==> config.mk <==
export PLATFORM = sky130hd
export DESIGN_NAME = uart_tx_fifo_flat
export DESIGN_NICKNAME = d
export VERILOG_FILES = /design/src/rtl/uart_tx_fifo_if.sv /design/src/rtl/uart_tx_fifo.sv /design/src/flat_wrapper.sv
export SDC_FILE = /design/constraint.sdc
export NUM_CORES = 1
export LEC_CHECK = 0
export ABC_AREA = 1
export ABC_CLOCK_PERIOD_IN_PS = 6400
export CAP_MARGIN = 30
export CORE_MARGIN = 2
export CORE_UTILIZATION = 50
export CTS_CLUSTER_SIZE = 25
export DETAILED_ROUTE_END_ITERATION = 8
export PLACE_DENSITY = 0.68
export SETUP_SLACK_MARGIN = 0.4
export SKIP_CTS_REPAIR_TIMING = 1
export SYNTH_ARGS = -nofsm -noshare
export SYNTH_HDL_FRONTEND = slang
export SYNTH_SLANG_ARGS = --single-unit
==> constraint.sdc <==
create_clock -name clk -period 6.4 [get_ports clk]
set_input_delay 1.92 -clock clk [delete_from_list [all_inputs] [get_ports clk]]
set_output_delay 1.92 -clock clk [all_outputs]
set_load 0.01 [all_outputs]
==> src/rtl/uart_tx_fifo_if.sv <==
// Push/pop bus between the APB register block, the transmit FIFO and the UART transmitter.
// The master side pushes and pops; the slave side is the FIFO itself.
interface uart_tx_fifo_if #(
  parameter int DATA_WIDTH = 8,
  parameter int ADDR_WIDTH = 4
);
  logic                  fifo_write_n;
  logic [DATA_WIDTH-1:0] data_in;
  logic                  fifo_read_n;
  logic [DATA_WIDTH-1:0] data_out;
  logic                  fifo_empty;
  logic                  fifo_full;
  logic                  fifo_afull;
  logic [ADDR_WIDTH:0]   fifo_count;
  logic                  overflow;
  logic                  clr_overflow;

  modport master (
    output fifo_write_n, data_in, fifo_read_n, clr_overflow,
    input  data_out, fifo_empty, fifo_full, fifo_afull, fifo_count, overflow
  );

  modport slave (
    input  fifo_write_n, data_in, fifo_read_n, clr_overflow,
    output data_out, fifo_empty, fifo_full, fifo_afull, fifo_count, overflow
  );
endinterface

==> src/rtl/uart_tx_fifo.sv <==
// Synchronous transmit FIFO for the UART: registered pop data, count-decoded status flags
// and a sticky overflow flag.
module uart_tx_fifo #(
  parameter int DATA_WIDTH  = 8,
  parameter int ADDR_WIDTH  = 4,
  parameter int AFULL_LEVEL = 12
) (
  input  logic             clk,
  input  logic             reset,
  uart_tx_fifo_if.slave    bus
);

  localparam int DEPTH = 2 ** ADDR_WIDTH;
  localparam int CW    = ADDR_WIDTH + 1;
  localparam logic [CW-1:0] DEPTH_C = CW'(DEPTH);
  localparam logic [CW-1:0] AFULL_C = CW'(AFULL_LEVEL);

  logic [DATA_WIDTH-1:0] mem [DEPTH];
  logic [ADDR_WIDTH-1:0] wr_ptr;
  logic [ADDR_WIDTH-1:0] rd_ptr;
  logic [CW-1:0]         count;
  logic [CW-1:0]         count_nxt;
  logic [DATA_WIDTH-1:0] data_out_q;
  logic                  overflow_q;

  logic push_req;
  logic pop_req;
  logic push_ok;
  logic pop_ok;
  logic empty;
  logic full;
  logic ovf_set;

  assign push_req = ~bus.fifo_write_n;
  assign pop_req  = ~bus.fifo_read_n;

  // Flags decode the registered count only, so pointer wrap never glitches them.
  assign empty = (count == '0);
  assign full  = (count == DEPTH_C);

  // A push into a full FIFO still lands when a pop frees the slot in the same cycle.
  assign pop_ok   = pop_req && !empty;
  assign push_ok  = push_req && (!full || pop_ok);
  assign ovf_set  = push_req && !push_ok;

  // NOTE: every always_comb output gets a default first so no path leaves it unassigned
  // and a latch is never inferred.
  always_comb begin
    count_nxt = count;
    case ({push_ok, pop_ok})
      2'b10:   count_nxt = count + 1'b1;
      2'b01:   count_nxt = count - 1'b1;
      default: count_nxt = count;
    endcase
  end

  // NOTE: sequential state uses non-blocking assignments so every register samples
  // pre-edge values; a same-slot read and write on a full push+pop returns the old byte.
  always_ff @(posedge clk) begin
    if (reset) begin
      wr_ptr     <= '0;
      rd_ptr     <= '0;
      count      <= '0;
      data_out_q <= '0;
      overflow_q <= 1'b0;
    end else begin
      count <= count_nxt;
      if (push_ok) begin
        wr_ptr <= wr_ptr + 1'b1;
      end
      if (pop_ok) begin
        rd_ptr     <= rd_ptr + 1'b1;
        data_out_q <= mem[rd_ptr];
      end
      if (ovf_set) begin
        overflow_q <= 1'b1;
      end else if (bus.clr_overflow) begin
        overflow_q <= 1'b0;
      end
    end
  end

  // NOTE: the storage array has no reset; its contents are unobservable until written,
  // and leaving it out keeps it mappable onto plain flops or RAM without a clear network.
  always_ff @(posedge clk) begin
    if (!reset && push_ok) begin
      mem[wr_ptr] <= bus.data_in;
    end
  end

  assign bus.data_out   = data_out_q;
  assign bus.fifo_empty = empty;
  assign bus.fifo_full  = full;
  assign bus.fifo_afull = (count >= AFULL_C);
  assign bus.fifo_count = count;
  assign bus.overflow   = overflow_q;

endmodule

==> src/flat_wrapper.sv <==
// flat-port wrapper written by rule: the top's interface ports become plain ports
module uart_tx_fifo_flat 
#(
  parameter int DATA_WIDTH  = 8,
  parameter int ADDR_WIDTH  = 4,
  parameter int AFULL_LEVEL = 12
)
  (clk, reset, bus_fifo_write_n, bus_data_in, bus_fifo_read_n, bus_clr_overflow, bus_data_out, bus_fifo_empty, bus_fifo_full, bus_fifo_afull, bus_fifo_count, bus_overflow);
  uart_tx_fifo_if #(.DATA_WIDTH(DATA_WIDTH), .ADDR_WIDTH(ADDR_WIDTH)) bus_i ();
  input  logic clk;
  input  logic reset;
  input wire logic [$bits(bus_i.fifo_write_n)-1:0] bus_fifo_write_n;
  input wire logic [$bits(bus_i.data_in)-1:0] bus_data_in;
  input wire logic [$bits(bus_i.fifo_read_n)-1:0] bus_fifo_read_n;
  input wire logic [$bits(bus_i.clr_overflow)-1:0] bus_clr_overflow;
  output wire logic [$bits(bus_i.data_out)-1:0] bus_data_out;
  output wire logic [$bits(bus_i.fifo_empty)-1:0] bus_fifo_empty;
  output wire logic [$bits(bus_i.fifo_full)-1:0] bus_fifo_full;
  output wire logic [$bits(bus_i.fifo_afull)-1:0] bus_fifo_afull;
  output wire logic [$bits(bus_i.fifo_count)-1:0] bus_fifo_count;
  output wire logic [$bits(bus_i.overflow)-1:0] bus_overflow;
  assign bus_i.fifo_write_n = bus_fifo_write_n;
  assign bus_i.data_in = bus_data_in;
  assign bus_i.fifo_read_n = bus_fifo_read_n;
  assign bus_i.clr_overflow = bus_clr_overflow;
  assign bus_data_out = bus_i.data_out;
  assign bus_fifo_empty = bus_i.fifo_empty;
  assign bus_fifo_full = bus_i.fifo_full;
  assign bus_fifo_afull = bus_i.fifo_afull;
  assign bus_fifo_count = bus_i.fifo_count;
  assign bus_overflow = bus_i.overflow;
  uart_tx_fifo #(.DATA_WIDTH(DATA_WIDTH), .ADDR_WIDTH(ADDR_WIDTH), .AFULL_LEVEL(AFULL_LEVEL)) u_core (.clk(clk), .reset(reset), .bus(bus_i));
endmodule
==> run metrics <==
status=complete, no violations; Finished Cell Area=7630 um^2; Final setup violation count=0; Post-synth ARST share=0%; Data required, critical path=6.74 ns; Core ar.=13100 um^2; synth unique cells=24; R2R depth=14; Site Rows=42; worst r2r src=u_core.bus.fifo_count[1]; hold-critical path endpoint=u_core.bus.overflow; initial antenna violation count=0; main area contributors after synthesis=edfxtp_1 (58%), nand2_1 (13%), nand3_1 (7.5%); via count=4553; Netlist Area Pre-Place=6640 um^2; YS warnings=0; final WL=14.6 mm; CP Max Fanout=20; Post-synth EDFFs=128; Setup crit end kind=flop; most used flip-flop cell after synthesis=edfxtp_1; Peak supply drop=0.240 mV; Routed WL per cell=16.5 um; top sig layer=met4; Synth top area share=57.9%; worst min-delay path class=reg -> reg; first-pass GRT wire length=23.2 mm; synth cell count leaders=nand2_1 (222), edfxtp_1 (128), nand3_1 (99); Root Buffer=clkbuf_16; CTS Buf Count=17; slew margin rel.=34.2%; CP arrival=4.50 ns; clock transition at the registers of the reported paths=0.06 ns; PortBufs=29; metal2 WL=6.86 mm; Hold Startpoint=u_core.bus.overflow; chip width=119 um; final hold violation count=0; max-cap violations=0; IO Pins=30; Die ar.=14200 um^2; Clk Latency, worst-skew pair=0.42 ns; setup TNS=0 ns; power consumption=2.98 mW; Antenna Cells=0; via density per instance=5.13; Worst Skew=0.00828 ns; Yosys reg bits=150; worst setup path class=in -> reg; TritonCTS clock tree=yes; Tcrit/Tclk final=65.0%; Tot GR Track Use=22.0%; count leader, synth=nand2_1; Placed Area=6970 um^2; syn_area_per_cell=9.81 um^2; Final Wtd Congestion=0.876; Iter 0 DRT Violations=426; Cells after Synth=677; Initial Utilization=50.8%; Layout area overhead=14.8%; worst slew pin tran=0.986 ns; Max clock buf depth=2; Fin Hold WS=0.469 ns; Cells after DPL=854; global route overflow=0; Slew Limit Fails=0; RSZ-0062 raised after global routing=false; RR Endpoint=u_core.bus.fifo_count[4]; Layout Nets=721; WHS Path Cells=2; Seq/Total Area, Yosys=64.5%; Final Critical Period=4.16 ns; Worst setup SP type=primary input; WL met1=6.43 mm; R2R Setup Slk=3.59 ns; Pre-antenna DRT Iters=5; Leakage Power=3.18 nW; cell taking the most area after synthesis=edfxtp_1; pin count of the biggest net entering global routing=68; post-layout util=58.3%; CTS sink cnt=150; Final HPWL DP=9.51 mm; Die Y=119 um; routed wl met3=1.04 mm; dpl ws=1.84 ns; vias in the first global route=4319; fin worst setup slack=2.24 ns; CTS H-tree depth=4; Routed Antenna Nets=0; ratio of cells with drive above 1 in the final layout=5.34%; Post-Layout Cell Count=887; PwrDens=390 nW/um^2; Syn Nets=700; f_max=240 MHz; DR DRC count=0
-- metal layers --
metal | global-route usage, % | vias to the layer above
met1 | 29.6 | 2145
li1 | - | 2232
met3 | 5.56 | 15
met5 | 0 | -
met4 | 9.00 | 0
met2 | 34.3 | 161
-- kinds of logic after synthesis --
group / synth area share [%]
simple gates: 22.2
flops: 64.5
buf+inv: 8.53
compound gates: 2.03
fa+ha+maj: 2.00
xor+xnor: 0.791
-- flip-flops by register name, indices dropped and copies added (netlist names) --
name and count:
u_core.bus.overflow 1, u_core.mem 128, u_core.bus.fifo_count 5, u_core.rd_ptr 4, u_core.wr_ptr 4, u_core.bus.data_out 8
-- worst max path at each step --
stage	from	to	slack, ns	cells past startpoint
after global placement	bus_fifo_read_n	u_core.bus.fifo_count[4]	1.92	14
after global routing	bus_fifo_read_n	u_core.bus.fifo_count[4]	2.02	14
after CTS	bus_fifo_read_n	u_core.bus.fifo_count[4]	2.26	14
after detailed placement	bus_fifo_read_n	u_core.bus.fifo_count[4]	1.84	14
final	bus_fifo_read_n	u_core.bus.fifo_count[4]	2.24	14
after floorplan	bus_fifo_read_n	u_core.bus.fifo_count[4]	2.84	14
-- area by class of cell --
| class | instances | area (um^2) |
|---|---|---|
| Fill cell | 1071 | 5460 |
| Sequential cell | 150 | 4290 |
| Multi-Input combinational cell | 399 | 1790 |
| Clock buffer | 18 | 429 |
| Inverter | 98 | 368 |
| Timing Repair Buffer | 32 | 325 |
| Tap cell | 176 | 220 |
| Clock inverter | 14 | 208 |
-- worst max-delay path: stages --
cell and delay (ns):
clkdlybuf4s50_1 0.45, inv_1 0.07, nand2_1 0.12, inv_1 0.46, ha_1 0.39, inv_1 0.08
fa_1 0.41, inv_1 0.07, nand2_1 0.05, a21boi_0 0.17, o21bai_1 0.08, nand2_1 0.06
nand2_1 0.05, a21oi_1 0.12
-- power by group --
| part | leakage, nW | internal (mW) | switching [mW] |
|---|---|---|---|
| Sequential | 1.33 | 1.11 | 0.0338 |
| Combinational | 1.55 | 0.271 | 0.495 |
| Clock | 0.299 | 0.687 | 0.378 |
-- placed cells by master (no fill, tap or decap) --
cell type,instances
a21boi_0,1
dfxtp_1,21
ha_1,9
edfxtp_1,128
nor2_1,33
nor2_2,1
dfxtp_2,1
bufinv_16,5
clkbuf_16,17
fa_1,1
clkdlybuf4s50_1,29
clkinv_2,3
clkinvlp_4,4
inv_2,2
clkbuf_1,1
inv_1,94
o21ai_0,9
clkinv_4,1
o21bai_1,1
a21oi_1,15
nand2_1,222
buf_12,1
buf_4,2
nand2_2,1
xnor2_1,1
nand3_1,99
nand4_1,1
clkinv_1,3
xor2_1,5
Note: power is estimated with default switching activity, not from simulation.
